## src/rtl/controle_multiciclo.sv

```systemverilog
// Moore control unit for the 64-bit multicycle RISC-V datapath: one state per cycle,
// memory dwell of MEM_LAT cycles, invalid-opcode/overflow traps through EPC, cause and a fixed vector.
module controle_multiciclo #(
    parameter int          MEM_LAT      = 2,
    parameter logic [63:0] VEC_OPCODE   = 64'd254,
    parameter logic [63:0] VEC_OVERFLOW = 64'd255
) (
    input  logic        clock,
    input  logic        reset,
    input  logic [6:0]  opcode,
    input  logic [2:0]  funct3,
    input  logic [6:0]  funct7,
    input  logic        igual,
    input  logic        overflow,
    output logic [4:0]  estado,
    output logic        pc_write,
    output logic [1:0]  pc_src,
    output logic [63:0] vetor,
    output logic        ir_write,
    output logic        reg_write,
    output logic [1:0]  mux_reg_sel,
    output logic        ab_load,
    output logic [1:0]  mux_a_sel,
    output logic [1:0]  mux_b_sel,
    output logic [1:0]  alu_op,
    output logic        alu_out_load,
    output logic        mem_write,
    output logic        mdr_load,
    output logic        epc_write,
    output logic        causa_write,
    output logic [10:0] causa
);

    typedef enum logic [4:0] {
        S_RESET    = 5'd0,
        S_FETCH    = 5'd1,
        S_IR_LOAD  = 5'd2,
        S_DECODE   = 5'd3,
        S_EXEC_R   = 5'd4,
        S_EXEC_I   = 5'd5,
        S_WB_ALU   = 5'd6,
        S_ADDR     = 5'd7,
        S_MEM_RD   = 5'd8,
        S_WB_MEM   = 5'd9,
        S_MEM_WR   = 5'd10,
        S_BRANCH   = 5'd11,
        S_LUI      = 5'd12,
        S_EXC      = 5'd13,
        S_EXC_JUMP = 5'd14,
        S_HALT     = 5'd15
    } state_t;

    localparam logic [6:0] OP_R      = 7'b0110011;
    localparam logic [6:0] OP_I      = 7'b0010011;
    localparam logic [6:0] OP_LD     = 7'b0000011;
    localparam logic [6:0] OP_SD     = 7'b0100011;
    localparam logic [6:0] OP_BRANCH = 7'b1100011;
    localparam logic [6:0] OP_LUI    = 7'b0110111;
    localparam logic [6:0] OP_HALT   = 7'b1110011;

    localparam logic [2:0] LAT_LAST = 3'(MEM_LAT - 1);

    state_t      estado_q, estado_d;
    logic [2:0]  cnt_q, cnt_d;
    // pending cause: 0 = invalid opcode, 1 = overflow; also picks the vector
    logic        causa_q, causa_d;
    logic        taken;
    logic        unused_funct7;

    assign unused_funct7 = ^{funct7[6], funct7[4:0]};
    assign taken  = ((funct3 == 3'b000) && igual) || ((funct3 == 3'b001) && !igual);
    assign estado = estado_q;

    always_ff @(posedge clock or posedge reset) begin
        if (reset) begin
            estado_q <= S_RESET;
            cnt_q    <= 3'd0;
            causa_q  <= 1'b0;
        end else begin
            estado_q <= estado_d;
            cnt_q    <= cnt_d;
            causa_q  <= causa_d;
        end
    end

    always_comb begin
        estado_d = estado_q;
        cnt_d    = 3'd0;
        causa_d  = causa_q;
        case (estado_q)
            S_RESET:   estado_d = S_FETCH;
            S_FETCH: begin
                if (cnt_q == LAT_LAST) begin
                    estado_d = S_IR_LOAD;
                end else begin
                    cnt_d = cnt_q + 3'd1;
                end
            end
            S_IR_LOAD: estado_d = S_DECODE;
            S_DECODE: begin
                case (opcode)
                    OP_R:         estado_d = S_EXEC_R;
                    OP_I:         estado_d = S_EXEC_I;
                    OP_LD, OP_SD: estado_d = S_ADDR;
                    OP_LUI:       estado_d = S_LUI;
                    OP_HALT:      estado_d = S_HALT;
                    OP_BRANCH: begin
                        if (funct3[2:1] == 2'b00) begin
                            estado_d = S_BRANCH;
                        end else begin
                            estado_d = S_EXC;
                            causa_d  = 1'b0;
                        end
                    end
                    default: begin
                        estado_d = S_EXC;
                        causa_d  = 1'b0;
                    end
                endcase
            end
            S_EXEC_R, S_EXEC_I: begin
                if (overflow) begin
                    estado_d = S_EXC;
                    causa_d  = 1'b1;
                end else begin
                    estado_d = S_WB_ALU;
                end
            end
            // opcode bit 5 separates sd (0100011) from ld (0000011)
            S_ADDR:    estado_d = opcode[5] ? S_MEM_WR : S_MEM_RD;
            S_MEM_RD: begin
                if (cnt_q == LAT_LAST) begin
                    estado_d = S_WB_MEM;
                end else begin
                    cnt_d = cnt_q + 3'd1;
                end
            end
            S_WB_ALU, S_WB_MEM, S_MEM_WR, S_BRANCH, S_LUI, S_EXC_JUMP:
                       estado_d = S_FETCH;
            S_EXC:     estado_d = S_EXC_JUMP;
            S_HALT:    estado_d = S_HALT;
            default:   estado_d = S_RESET;
        endcase
    end

    always_comb begin
        pc_write     = 1'b0;
        pc_src       = 2'd0;
        vetor        = 64'd0;
        ir_write     = 1'b0;
        reg_write    = 1'b0;
        mux_reg_sel  = 2'd0;
        ab_load      = 1'b0;
        mux_a_sel    = 2'd0;
        mux_b_sel    = 2'd0;
        alu_op       = 2'd0;
        alu_out_load = 1'b0;
        mem_write    = 1'b0;
        mdr_load     = 1'b0;
        epc_write    = 1'b0;
        causa_write  = 1'b0;
        causa        = 11'd0;
        case (estado_q)
            S_IR_LOAD: begin
                ir_write  = 1'b1;
                pc_write  = 1'b1;
                mux_b_sel = 2'd1;
            end
            S_DECODE: begin
                // speculative branch target: pc_ant + (imm << 1)
                ab_load      = 1'b1;
                alu_out_load = 1'b1;
                mux_a_sel    = 2'd3;
                mux_b_sel    = 2'd3;
            end
            S_EXEC_R: begin
                mux_a_sel    = 2'd1;
                alu_op       = {1'b0, funct7[5]};
                alu_out_load = 1'b1;
            end
            S_EXEC_I, S_ADDR: begin
                mux_a_sel    = 2'd1;
                mux_b_sel    = 2'd2;
                alu_out_load = 1'b1;
            end
            S_WB_ALU: reg_write = 1'b1;
            S_MEM_RD: mdr_load = (cnt_q == LAT_LAST);
            S_WB_MEM: begin
                reg_write   = 1'b1;
                mux_reg_sel = 2'd1;
            end
            S_MEM_WR: mem_write = 1'b1;
            S_BRANCH: begin
                mux_a_sel = 2'd1;
                alu_op    = 2'd1;
                pc_write  = taken;
                pc_src    = taken ? 2'd1 : 2'd0;
            end
            S_LUI: begin
                reg_write   = 1'b1;
                mux_reg_sel = 2'd2;
            end
            S_EXC: begin
                epc_write   = 1'b1;
                causa_write = 1'b1;
                causa       = {10'd0, causa_q};
            end
            S_EXC_JUMP: begin
                pc_write = 1'b1;
                pc_src   = 2'd2;
                vetor    = causa_q ? VEC_OVERFLOW : VEC_OPCODE;
            end
            default: ;
        endcase
    end

endmodule

```

## config.mk

```make
export PLATFORM = sky130hd
export DESIGN_NAME = controle_multiciclo
export DESIGN_NICKNAME = d
export VERILOG_FILES = /design/src/rtl/controle_multiciclo.sv
export SDC_FILE = /design/constraint.sdc
export NUM_CORES = 1
export LEC_CHECK = 0
export ABC_AREA = 1
export CAP_MARGIN = 20
export CORE_UTILIZATION = 32
export CTS_BUF_LIST = sky130_fd_sc_hd__clkbuf_2
export DETAILED_ROUTE_END_ITERATION = 6
export GPL_ROUTABILITY_DRIVEN = 0
export GPL_TIMING_DRIVEN = 0
export HOLD_SLACK_MARGIN = 0.15
export PLACE_DENSITY_LB_ADDON = 0.25
export SKIP_LAST_GASP = 1
export SYNTH_ARGS = -nofsm -noshare
export SYNTH_HDL_FRONTEND = slang
export SYNTH_SLANG_ARGS = --single-unit
export TNS_END_PERCENT = 50
```

## constraint.sdc

```tcl
create_clock -name clock -period 2 [get_ports clock]
set_clock_uncertainty 0.1 [all_clocks]
set_input_delay 0.5 -clock clock [delete_from_list [all_inputs] [get_ports clock]]
set_output_delay 0.5 -clock clock [all_outputs]
set_load 0.01 [all_outputs]
```

# Yosys cells after proc, flatten, opt, wreduce, memory -nomap -nowiden
# Cells that the tools add are included.
op_classes:
  div: 0
  n_shift: 0
  n_eq_ne: 29
  mux: 30
  reduce_logical: 20
  n_lt_le_gt_ge: 0
  bitwise_logic: 0
  mul: 0
  addsub: 1
ops:
  columns: ["cell", "count"]
  rows:
  - ["5-bit case mux with 9 select lines", 1]
  - ["5-bit by 4-bit == test with 1-bit output (second input constant)", 8]
  - ["4-bit case mux with 6 select lines", 1]
  - ["7-bit by 6-bit == test with 1-bit output (second input constant)", 3]
  - ["5-bit by 3-bit == test with 1-bit output (second input constant)", 4]
  - ["7-bit == test (second input constant)", 2]
  - ["1-bit two-way mux", 12]
  - ["2-bit case mux with 2 select lines", 3]
  - ["5-bit by 2-bit == test with 1-bit output (second input constant)", 2]
  - ["5-bit two-way mux", 2]
  - ["2-bit OR reduction", 5]
  - ["3-bit two-way mux", 3]
  - ["8-bit two-way mux", 1]
  - ["2-bit inequality test (second input constant)", 4]
  - ["1-bit case mux with 2 select lines", 4]
  - ["4-bit OR reduction", 2]
  - ["7-bit by 2-bit == test with 1-bit output (second input constant)", 1]
  - ["7-bit by 5-bit == test with 1-bit output (second input constant)", 1]
  - ["7-bit OR reduction", 1]
  - ["3-bit by 1-bit == test with 1-bit output (second input constant)", 2]
  - ["2-bit case mux with 3 select lines", 1]
  - ["6-bit OR reduction", 1]
  - ["5-bit by 1-bit == test with 1-bit output (second input constant)", 1]
  - ["5-bit logical NOT", 1]
  - ["other kinds (13)", 14]
totals:
  output_inout_bits: 99
  regBits: 9
  mem_count: 0
  latch_bits: 0
  mem_bits_rw: 0
  mem_bits_ro: 0
  inputBits: 21
  elab_cells: 83

# Logic depth before layout (Yosys ltp)
# Gate-level depths: netlist of the first run.
logic_depth:
  word_depth: 5
  mapped_depth: 8
  depth_no_buf: 8

# Worst setup path before layout of the first run
# Ideal clock, no wire load.
synth_timing:
  path_kind: "register to output"
  startpoint: "reg estado_q[1], in the netlist estado[1]"
  endpoint: "out vetor[0]"
  slack_ps: -68
  t_arrival_ps: 1468
  stages_incl_launch_ff: 7
  t_required_ps: 1400
  cell_sequence: "dfrtp_1 -> inv_2 -> nor2_4 -> inv_2 -> nor2_1 -> inv_1 -> nor2_1"
synth_between:
  elab_chain_len: 2
synth_rtl:
  columns: ["item", "line", "text"]
  rows:
  - ["from (decl)", "63", "state_t estado_q, estado_d;"]
  - ["from (signal assigned)", "80", "estado_q <= estado_d;"]
  - ["5-bit by 4-bit == test with 1-bit output", "163", "case (estado_q)"]
  - ["8-bit two-way mux", "163", null]
  - ["to (decl)", "18", "output logic [63:0] vetor,"]
# Every way passes these cells.

# Final worst setup path of the first run
layout_timing:
  startpoint: "reg estado_q[2], in the netlist estado[2]"
  endpoint: "out mux_a_sel[1]"
layout_between:
  elab_chain_len: 3
  elab_cells_between_ends: 7
  classes_between: "5 x eq/ne; 1 x mux; 1 x reduce/logical"
layout_rtl:
  columns: ["item", "line", "text"]
  rows:
  - ["5-bit by 3-bit == test with 1-bit output or 5-bit by 4-bit == test with 1-bit output (tied branches)", "163", null]
  - ["4-bit OR reduction (no source line)", null, null]
  - ["2-bit case mux with 2 select lines (*)", "163", null]
  - ["to (decl)", "23", "output logic [1:0] mux_a_sel,"]
# Every way passes the cells marked *; elsewhere a longest branch is shown, timed or not.

==> out/results.ini, run 1 <==
[clocking]
clkTransAtPathRegs_ns = 0.08
cts_buffers = 3
cts.path.max_buffers = 2
tritoncts = yes
hold_buffers = 0
clkSinkCount = 8
worst_skew_pair.late_latency_ns = 0.23
cts_max_level = 1
root_buffer = sky130_fd_sc_hd__clkbuf_2

[die]
dieHeight_um = 66.3
fp.dieW_um = 66.3
boundaryPins = 120
starting_density_of_the_core_pct = 33.3
std_cell_rows = 23
fp.coreArea_mm2 = 0.00397
fp.dieArea_mm2 = 0.00440

[route]
routed_via_density = 3.67
drt-total-wl_um = 3350
vias = 1457
drt_pass1_iterations = 4
route.detailed.wl_per_inst_um = 8.43
drt_initial_violations = 47
drc = 0
drt.antenna.violating_nets = 0

[yosys]
largest_family_of_logic_cells_by_synthesized_area = buffers and inverters
synth-warning-count = 0
synth_fa_ha_area_share_pct = 0
mappedNetlistArea_mm2 = 0.00132
synthMostInstantiatedCell = sky130_fd_sc_hd__buf_4
postSynthCellCount = 202
post-synth-top-area-cell = sky130_fd_sc_hd__buf_4
ys_top_cells_by_area = sky130_fd_sc_hd__buf_4 43%, sky130_fd_sc_hd__dfrtp_1 15%, sky130_fd_sc_hd__nor2_1 7.7%
synth.ff_latch_count = 8
yosys.area_share.xor_xnor_pct = 1.32
synth.cells.most_frequent = 76 x sky130_fd_sc_hd__buf_4, 27 x sky130_fd_sc_hd__nor2_1, 26 x sky130_fd_sc_hd__nand2_1
synthMuxAreaShare_pct = 0
synth-compound-area-share_pct = 4.73
synth-async-reset-ratio_pct = 100
synth_edf_count = 0
synth_simple_gate_area_share_pct = 27.8
yosysSeqAreaShare_pct = 15.1
syn_avg_cell_area_um2 = 6.55
synth_top_area_share_pct = 43.1
synth_top_flop_cell = sky130_fd_sc_hd__dfrtp_1
synth_cell_types = 23

[critical_path]
setup_crit_end_kind = primary output
critical_path_required_ns = 1.40
startpoint_type = register
cp.arrival_ns = 1.57
critical_path.most_common_cell = sky130_fd_sc_hd__nor2_4
timing.critical_path.cells = buf_12, nor2_4, inv_1, nor2_4, buf_4, dlygate4sd2_1
critical_path_peak_fanout = 6
timing.critical_path.slowest_stage_cell = sky130_fd_sc_hd__dfrtp_2
slowest_delay_ns = 0.48
crit_type = register to primary output

[power_and_ir_drop]
ir_drop_uv = 328
total_power_mw = 1.89
leakage_power_figure_nw = 1.60
cellPowerDensity_mw_per_mm2 = 778

[sta]
hold_viol = 0
grt_setup_unrepaired = yes
timing_max_transition_violations_final = 0
max_freq_mhz = 460
final_cycle_utilization_of_the_critical_path_pct = 109
final-setup-viol-count = 19
period_needed_ns = 2.17
fin_ws_ns = -0.173

[global_route]
first_global_vias = 1161
antenna_found_initial = 0
largest_net_degree_at_the_start_of_global_routing = 9
grt_remaining_overflow = 0
global_route_wire_length_before_repair_um = 4610
globalRouteTotalUtil_pct = 13.5

[finish]
area_growth_syn_to_layout_pct = 83.6
design.final.nets = 370
final_cells = 397
diodes = 0
final_layout_size_suffix_gt1_share_pct = 44.4

[run_status]
outcome = complete, but fails checks
violations = setup timing

[placement]
dp_slack_ns = -0.510
place.port_buffers = 45
dpl.cell_count = 364
dpl.hpwl_um = 2410

[run]
max-cap-violations = 0

[worst_hold_path]
hold_path_class = register to register

==> area by class of cell <==
cell class,instances,area (um2)
repair buffers,76,714
clock buffers,3,15.0
multi-input cells,158,761
well taps,50,62.6
fillers,373,1540
inverters,27,106
plain buffers,75,567
flip-flops and latches,8,205
==> layer usage <==
metal  GRT usage, %  wire length, um  vias to the layer above  share of wire (%)
met5              0                0                        -                  0
met4           5.85               99                        0                3.0
met3           2.76              363                       11                 11
met2           26.0             1840                       78                 55
met1           13.8             1050                      604                 31
li1               -                -                      764                  -
==> registers in the layout, summed over array words and instances (netlist names) <==
register	cells
causa_q	1
cnt_q	3
estado	4
==> power by group <==
group          total, mW  leakage, nW  switching, mW  internal (mW)
combinational       1.50         1.49          0.734          0.761
sequential         0.305       0.0980         0.0798          0.225
clock             0.0919       0.0125         0.0510         0.0409
==> worst max-delay path, delay by kind of cell (launching register included) <==
family,cells,cell delay [ns]
buf+inv,4,0.61
flops,1,0.48
simple gates,2,0.25
==> repair_timing <==
item	in CTS	in global routing
gates cloned	0	0
resized for setup	67	36
setup buffers	25	6
pin swaps	10	5
endpoints found under the setup margin	28	30
==> cells in the final DEF (no fill, tap or decap), types with 2 or more instances in the layout <==
master and n:
sky130_fd_sc_hd__a21oi_1 2, sky130_fd_sc_hd__buf_2 6, sky130_fd_sc_hd__buf_4 94, sky130_fd_sc_hd__buf_6 14
sky130_fd_sc_hd__clkbuf_2 4, sky130_fd_sc_hd__clkdlybuf4s15_2 3, sky130_fd_sc_hd__clkdlybuf4s50_1 15, sky130_fd_sc_hd__conb_1 68
sky130_fd_sc_hd__dfrtp_1 4, sky130_fd_sc_hd__dfrtp_2 4, sky130_fd_sc_hd__dlygate4sd2_1 9, sky130_fd_sc_hd__dlymetal6s2s_1 8
sky130_fd_sc_hd__inv_1 20, sky130_fd_sc_hd__inv_2 5, sky130_fd_sc_hd__inv_4 2, sky130_fd_sc_hd__nand2_1 24
sky130_fd_sc_hd__nand2_2 3, sky130_fd_sc_hd__nand2_4 2, sky130_fd_sc_hd__nand3_1 8, sky130_fd_sc_hd__nand4_1 4
sky130_fd_sc_hd__nor2_1 20, sky130_fd_sc_hd__nor2_2 4, sky130_fd_sc_hd__nor2_4 8, sky130_fd_sc_hd__nor3_1 2
sky130_fd_sc_hd__o21ai_0 3, sky130_fd_sc_hd__xor2_1 2
==> stage by stage <==
stage	hold WS, ns	setup TNS [ns]	instance area, um2	util (%)
4_1_cts	0.388	-3.02	2320	58.3
3_5_place_dp	0.378	-5.68	2090	52.6
3_3_place_gp	0.375	-5.70	2090	52.6
2_1_floorplan	0.216	0	1580	-
5_1_grt	0.429	-2.74	2430	61.2
6_report	0.385	-1.26	2430	61.2
==> cells by family (layout without fill, tap and decap cells) <==
kind of cell / after synthesis / count (layout)
buffers and inverters: 103 / 181
AO/OA/AOI/OAI: 10 / 10
AND/OR/NAND/NOR: 78 / 78
flip-flops: 8 / 8
other: 1 / 68
XOR/XNOR: 2 / 2
==> path summary, 6_finish.rpt <==
check | start | end | cells after the start | slack [ns]
min in group asynchronous | reset | cnt_q[0] | 2 | 0.41
worst max register to register | estado[1] | estado[0] | 12 | 0.33
worst min-delay path | cnt_q[0] | cnt_q[0] | 1 | 0.39
worst max-delay path | estado[2] | mux_a_sel[1] | 6 | -0.17
worst min register to register | cnt_q[0] | cnt_q[0] | 1 | 0.39
max in group asynchronous | reset | estado[1] | 2 | 1.14
No activity file was read; power rests on OpenSTA's default activity.
==> run 2: changes to the inputs <==
--- a/config.mk
+++ b/config.mk
@@ -18,4 +18,3 @@
 export SYNTH_ARGS = -nofsm -noshare
 export SYNTH_HDL_FRONTEND = slang
 export SYNTH_SLANG_ARGS = --single-unit
-export TNS_END_PERCENT = 50
==> out/results.ini, run 2 (synthesized netlist as in run 1, its figures left out) <==
[run_status]
outcome = complete, but fails checks  ; unchanged
violations = setup timing  ; unchanged

[sta]
fin_ws_ns = -0.0590  ; was -0.173 ns
timing_max_transition_violations_final = 0  ; unchanged
max_freq_mhz = 486  ; was 460 MHz
grt_setup_unrepaired = yes  ; unchanged
min_hold_slack_ns = 0.386  ; was 0.385 ns
period_needed_ns = 2.06  ; was 2.17 ns
final-setup-viol-count = 4  ; was 19
hold_viol = 0  ; unchanged
final.setup.tns_ns = -0.141  ; was -1.26 ns
final_cycle_utilization_of_the_critical_path_pct = 103  ; was 109%

[die]
fp.coreArea_mm2 = 0.00397  ; unchanged
std_cell_rows = 23  ; unchanged
fp.dieArea_mm2 = 0.00440  ; unchanged
dieHeight_um = 66.3  ; unchanged
boundaryPins = 120  ; unchanged
starting_density_of_the_core_pct = 33.3  ; unchanged
fp.dieW_um = 66.3  ; unchanged

[finish]
design.final.nets = 372  ; was 370
layout.cells.most_common = sky130_fd_sc_hd__buf_4  ; unchanged
diodes = 0  ; unchanged
area_growth_syn_to_layout_pct = 87.1  ; was 83.6%
largest_register_ffs = 4  ; unchanged
final_cells = 399  ; was 397
fillCellCount = 367  ; was 373
final_cell_mix = 94 x sky130_fd_sc_hd__buf_4, 68 x sky130_fd_sc_hd__conb_1, 25 x sky130_fd_sc_hd__buf_6  ; was 94 x sky130_fd_sc_hd__buf_4, 68 x sky130_fd_sc_hd__conb_1, 24 x sky130_fd_sc_hd__nand2_1
final_layout_size_suffix_gt1_share_pct = 49.6  ; was 44.4%

[critical_path]
setup_crit_end_kind = primary output  ; unchanged
startpoint_type = register  ; unchanged
critical_path_required_ns = 1.40  ; about the same
worst-r2r-cell-count = 10  ; was 12
cp.arrival_ns = 1.46  ; was 1.57 ns
crit_type = register to primary output  ; unchanged
critical_path_peak_fanout = 3  ; was 6
start_point_of_the_critical_path = estado[0]  ; was estado[2]
r2r_start = estado[2]  ; was estado[1]

[global_route]
first_global_vias = 1163  ; was 1161
largest_net_degree_at_the_start_of_global_routing = 9  ; unchanged
globalRouteTotalUtil_pct = 13.5  ; unchanged
grt_remaining_overflow = 0  ; unchanged
global_route_wire_length_before_repair_um = 4610  ; unchanged
antenna_found_initial = 0  ; unchanged

[route]
drt.antenna.violating_nets = 0  ; unchanged
drt_initial_violations = 37  ; was 47
routed_via_density = 3.61  ; was 3.67
drt-total-wl_um = 3400  ; was 3350 um
route.detailed.wl_per_inst_um = 8.52  ; was 8.43 um
drc = 0  ; unchanged
drt_pass1_iterations = 4  ; unchanged
vias = 1439  ; was 1457

[power_and_ir_drop]
leakage_power_figure_nw = 1.54  ; was 1.60 nW
cellPowerDensity_mw_per_mm2 = 792  ; was 778 mW/mm2
ir_drop_uv = 341  ; was 328 uV

[clocking]
clkTransAtPathRegs_ns = 0.08  ; about the same
root_buffer = sky130_fd_sc_hd__clkbuf_2  ; unchanged
clkSinkCount = 8  ; unchanged
tritoncts = yes  ; unchanged
worst_skew_pair.late_latency_ns = 0.23  ; about the same
hold_buffers = 0  ; unchanged
cts_buffers = 3  ; unchanged
cts.path.max_buffers = 2  ; unchanged
cts_max_level = 1  ; unchanged

[placement]
dpl.cell_count = 364  ; unchanged
dpl.hpwl_um = 2410  ; unchanged
place.port_buffers = 45  ; unchanged

[worst_hold_path]
hp-start = cnt_q[0]  ; unchanged
min_path_cells = 1  ; unchanged
hold_path_class = register to register  ; unchanged

[run]
max-cap-violations = 0  ; unchanged

run 2: cell count changes in the layout (fill, tap and decap cells not counted), moves of 2 or more:
cell | before | now
sky130_fd_sc_hd__buf_6 | 14 | 25
sky130_fd_sc_hd__dlymetal6s2s_1 | 8 | 2
sky130_fd_sc_hd__clkbuf_2 | 4 | 9
sky130_fd_sc_hd__clkdlybuf4s50_1 | 15 | 11
sky130_fd_sc_hd__clkdlybuf4s15_2 | 3 | 0
sky130_fd_sc_hd__buf_2 | 6 | 4
sky130_fd_sc_hd__inv_1 | 20 | 18
sky130_fd_sc_hd__nand2_1 | 24 | 22
sky130_fd_sc_hd__nor2_4 | 8 | 10
run 2: metal layers:
layer | global-route usage (%) | wire length [um] | vias up
met5 | 0 | 0 | -
met3 | 2.59 | 321 | 8
li1 | - | - | 769
met2 | 25.9 | 1880 | 67
met4 | 5.85 | 65 | 0
met1 | 14.0 | 1140 | 595
run 2: layout make-up:
| class | instances | area (um2) | area share [%] |
|---|---|---|---|
| sequential | 8 | 205 | 8.29 |
| clock buffer | 3 | 15.0 | 0.606 |
| multi-input combinational | 158 | 803 | 32.4 |
| timing repair buffer | 79 | 722 | 29.2 |
| tap | 50 | 62.6 | 2.53 |
| inverter | 27 | 109 | 4.40 |
| buffer | 74 | 559 | 22.6 |
run 2: critical path: stages (launching register included):
cell                      delay, ns
sky130_fd_sc_hd__dfrtp_2       0.44
sky130_fd_sc_hd__buf_6         0.13
sky130_fd_sc_hd__buf_6         0.11
sky130_fd_sc_hd__nand2_4       0.08
sky130_fd_sc_hd__buf_6         0.10
sky130_fd_sc_hd__nor2_4        0.04
sky130_fd_sc_hd__a31o_2        0.21
sky130_fd_sc_hd__buf_6         0.12
run 2: worst paths after layout:
path / to / slack, ns
worst max-delay path: alu_op[0] / -0.06
worst min-delay path: cnt_q[0] / 0.39
worst max register to register: estado[0] / 0.43
worst min register to register: cnt_q[0] / 0.39
max in group asynchronous: estado[1] / 1.14
min in group asynchronous: cnt_q[0] / 0.41
run 2: where the power goes:
| group | total, mW | switching (mW) | leakage [nW] | internal, mW |
|---|---|---|---|---|
| logic | 1.56 | 0.786 | 1.43 | 0.771 |
| clock network | 0.0935 | 0.0525 | 0.0125 | 0.0409 |
| registers | 0.311 | 0.0861 | 0.0980 | 0.225 |
| total | 1.96 | 0.924 | 1.54 | 1.04 |
run 2: stage by stage:
| step | instance area, um2 | worst slack, ns | power [mW] | utilization (%) |
|---|---|---|---|---|
| floorplan | 1580 | 0.0769 | 1.00 | - |
| global route | 2480 | -0.106 | 2.12 | 62.4 |
| CTS | 2310 | -0.199 | 1.74 | 58.3 |
| finish | 2480 | -0.0590 | 1.96 | 62.4 |
| detailed placement | 2090 | -0.510 | 1.41 | 52.6 |
| global placement | 2090 | -0.498 | 1.41 | 52.6 |
run 2: timing repair:
item                                   CTS  global route
endpoints found under the hold margin    0             0
buffers inserted                        27             8
cloned                                   0             0
pin swaps                               10            15
setup endpoints to repair               28            25
gates resized for setup                 91            68
==> run 3: changes to the inputs <==
--- a/config.mk
+++ b/config.mk
@@ -7,6 +7,7 @@
 export LEC_CHECK = 0
 export ABC_AREA = 1
 export CAP_MARGIN = 20
+export CORE_ASPECT_RATIO = 1.5
 export CORE_UTILIZATION = 32
 export CTS_BUF_LIST = sky130_fd_sc_hd__clkbuf_2
 export DETAILED_ROUTE_END_ITERATION = 6
==> out/results.ini, run 3 (synthesized netlist as in run 1, its figures left out) <==
[die]
dieHeight_um = 80.8  ; was 66.3 um
boundaryPins = 120  ; unchanged
fp.dieW_um = 54.5  ; was 66.3 um
fp.coreArea_mm2 = 0.00396  ; was 0.00397 mm2
std_cell_rows = 28  ; was 23
fp.dieArea_mm2 = 0.00440  ; about the same
starting_density_of_the_core_pct = 33.4  ; was 33.3%

[clocking]
cts_buffers = 3  ; unchanged
clkSinkCount = 8  ; unchanged
cts.path.max_buffers = 2  ; unchanged
root_buffer = sky130_fd_sc_hd__clkbuf_2  ; unchanged
clkTransAtPathRegs_ns = 0.08  ; about the same
tritoncts = yes  ; unchanged
hold_buffers = 0  ; unchanged
worst_skew_pair.late_latency_ns = 0.24  ; was 0.23 ns
cts_max_level = 1  ; unchanged

[power_and_ir_drop]
switching_power_uw = 940  ; was 924 uW
cell_internal_pwr_uw = 975  ; was 1.04 mW
cellPowerDensity_mw_per_mm2 = 803  ; was 792 mW/mm2
power.sequential.fraction_pct = 17.1  ; was 15.9%
clock_network_power_share_pct = 5.1  ; was 4.8%
p_comb_share_pct = 77.8  ; was 79.4%
switching_share_pct = 49.1  ; was 47.1%
ir_drop_uv = 656  ; was 341 uV
leakage_power_figure_nw = 1.49  ; was 1.54 nW

[run_status]
outcome = complete, but fails checks  ; unchanged
violations = setup timing  ; unchanged

[worst_hold_path]
hold_path_class = register to register  ; unchanged
min_path_cells = 1  ; unchanged

[finish]
fillCellCount = 375  ; was 367
final_cells = 386  ; was 399
area_growth_syn_to_layout_pct = 80.2  ; was 87.1%
sequential_cell_area_um2 = 205  ; unchanged
multiInputGateArea_um2 = 803  ; unchanged
largest_register_ffs = 4  ; unchanged
layout.cells.most_common = sky130_fd_sc_hd__buf_4  ; unchanged
final_cell_mix = 90 x sky130_fd_sc_hd__buf_4, 68 x sky130_fd_sc_hd__conb_1, 22 x sky130_fd_sc_hd__nand2_1  ; was 94 x sky130_fd_sc_hd__buf_4, 68 x sky130_fd_sc_hd__conb_1, 25 x sky130_fd_sc_hd__buf_6
final_layout_size_suffix_gt1_share_pct = 49.3  ; was 49.6%
layout.cell_area.non_filler_mm2 = 0.00239  ; was 0.00248 mm2
design.final.nets = 364  ; was 372
final_core_util_pct = 60.3  ; was 62.4%
diodes = 0  ; unchanged

[route]
route.detailed.wl_per_inst_um = 9.08  ; was 8.52 um
drt_pass1_iterations = 4  ; unchanged
drc = 0  ; unchanged
drt-total-wl_um = 3510  ; was 3400 um
drt.antenna.violating_nets = 0  ; unchanged
drt_initial_violations = 13  ; was 37
routed_via_density = 3.77  ; was 3.61
vias = 1454  ; was 1439

[sta]
max_freq_mhz = 486  ; about the same
timing_max_transition_violations_final = 0  ; unchanged
final-setup-viol-count = 4  ; unchanged
fin_ws_ns = -0.0572  ; was -0.0590 ns
hold_viol = 0  ; unchanged
final_cycle_utilization_of_the_critical_path_pct = 103  ; about the same
grt_setup_unrepaired = yes  ; unchanged
period_needed_ns = 2.06  ; about the same

[placement]
dpl.cell_count = 359  ; was 364
place.port_buffers = 45  ; unchanged
dpl-instance-area_mm2 = 0.00208  ; was 0.00209 mm2
dpl.hpwl_um = 2520  ; was 2410 um

[global_route]
globalRouteTotalUtil_pct = 15.2  ; was 13.5%
largest_net_degree_at_the_start_of_global_routing = 9  ; unchanged
grt_remaining_overflow = 0  ; unchanged
global_route_wire_length_before_repair_um = 4970  ; was 4610 um
antenna_found_initial = 0  ; unchanged
first_global_vias = 1247  ; was 1163

[critical_path]
rrSetupSlack_ns = 0.53  ; was 0.43 ns
worst-r2r-cell-count = 10  ; unchanged
critical_path.reg2reg.endpoint = estado[0]  ; unchanged
start_point_of_the_critical_path = estado[1]  ; was estado[0]
critical_path_required_ns = 1.40  ; about the same
startpoint_type = register  ; unchanged
crit_type = register to primary output  ; unchanged
setup_crit_end_kind = primary output  ; unchanged
cp.arrival_ns = 1.46  ; about the same
critical_path_peak_fanout = 4  ; was 3
r2r_start = estado[2]  ; unchanged
endpoint = vetor[0]  ; was alu_op[0]

[run]
max-cap-violations = 0  ; unchanged

## run 3: cell count changes in the layout (fill, tap and decap cells not counted)
| cell | delta |
|---|---|
| sky130_fd_sc_hd__buf_4 | -4 |
| sky130_fd_sc_hd__nor2_2 | -1 |
| sky130_fd_sc_hd__inv_1 | -2 |
| sky130_fd_sc_hd__clkdlybuf4s15_1 | +1 |
| sky130_fd_sc_hd__nor2_4 | +1 |
| sky130_fd_sc_hd__inv_4 | +3 |
| sky130_fd_sc_hd__buf_12 | -1 |
| sky130_fd_sc_hd__nand2_4 | -1 |
| sky130_fd_sc_hd__buf_6 | -5 |
| sky130_fd_sc_hd__dlygate4sd2_1 | -4 |
| sky130_fd_sc_hd__clkbuf_2 | +3 |
| sky130_fd_sc_hd__dlymetal6s2s_1 | +2 |
| sky130_fd_sc_hd__inv_2 | -1 |
| sky130_fd_sc_hd__nand2_2 | +1 |
## run 3: layout make-up
class	instances	area share (%)
buffer	73	23.1
clock buffer	3	0.629
inverter	27	4.88
multi-input combinational	158	33.7
sequential	8	8.60
tap	45	2.36
timing repair buffer	72	26.7
## run 3: worst min path at each step
stage | to | slack (ns) | startpoint
finish | cnt_q[0] | 0.39 | cnt_q[0]
global route | cnt_q[0] | 0.39 | reset
CTS | cnt_q[0] | 0.39 | cnt_q[0]
detailed placement | cnt_q[0] | 0.38 | cnt_q[0]
global placement | cnt_q[0] | 0.37 | cnt_q[0]
floorplan | causa_q | 0.22 | reset
## run 3: critical path, cell delays in order (launching register included)
cell and delay (ns):
sky130_fd_sc_hd__dfrtp_2 0.43, sky130_fd_sc_hd__inv_4 0.07, sky130_fd_sc_hd__nor2_4 0.13, sky130_fd_sc_hd__inv_2 0.07
sky130_fd_sc_hd__nor2_4 0.14, sky130_fd_sc_hd__buf_6 0.14, sky130_fd_sc_hd__inv_4 0.03, sky130_fd_sc_hd__nor2_2 0.08
sky130_fd_sc_hd__buf_2 0.13
## run 3: per-stage QoR
step / hold WS (ns) / setup slack, ns / setup TNS [ns] / total power [mW]
final: 0.385 / -0.0572 / -0.0878 / 1.92
after global routing: 0.388 / -0.164 / -0.905 / 2.06
after floorplan: 0.216 / 0.0769 / 0 / 1.00
after CTS: 0.390 / -0.184 / -1.27 / 1.70
after global placement: 0.371 / -0.508 / -5.90 / 1.41
after detailed placement: 0.379 / -0.525 / -6.00 / 1.42
## run 3: metal layers
layer	GRT usage [%]	routed length, um
met2	31.8	2050
met5	0	0
met1	12.2	1070
met3	3.18	317
met4	6.15	77
## run 3: power by group through the flow
stage	registers (mW)	logic, mW	clock network, mW
floorplan	0.329	0.672	0
global placement	0.334	1.08	0
detailed placement	0.333	1.09	0
CTS	0.300	1.30	0.104
global route	0.332	1.61	0.119
finish	0.327	1.49	0.0980
## run 3: timing repair
action                     4_1_cts  5_1_grt
pin swaps                        9       12
setup endpoints to repair       29       28
hold endpoints to repair         0        0
setup buffers                   23        5
resized for setup               80       80
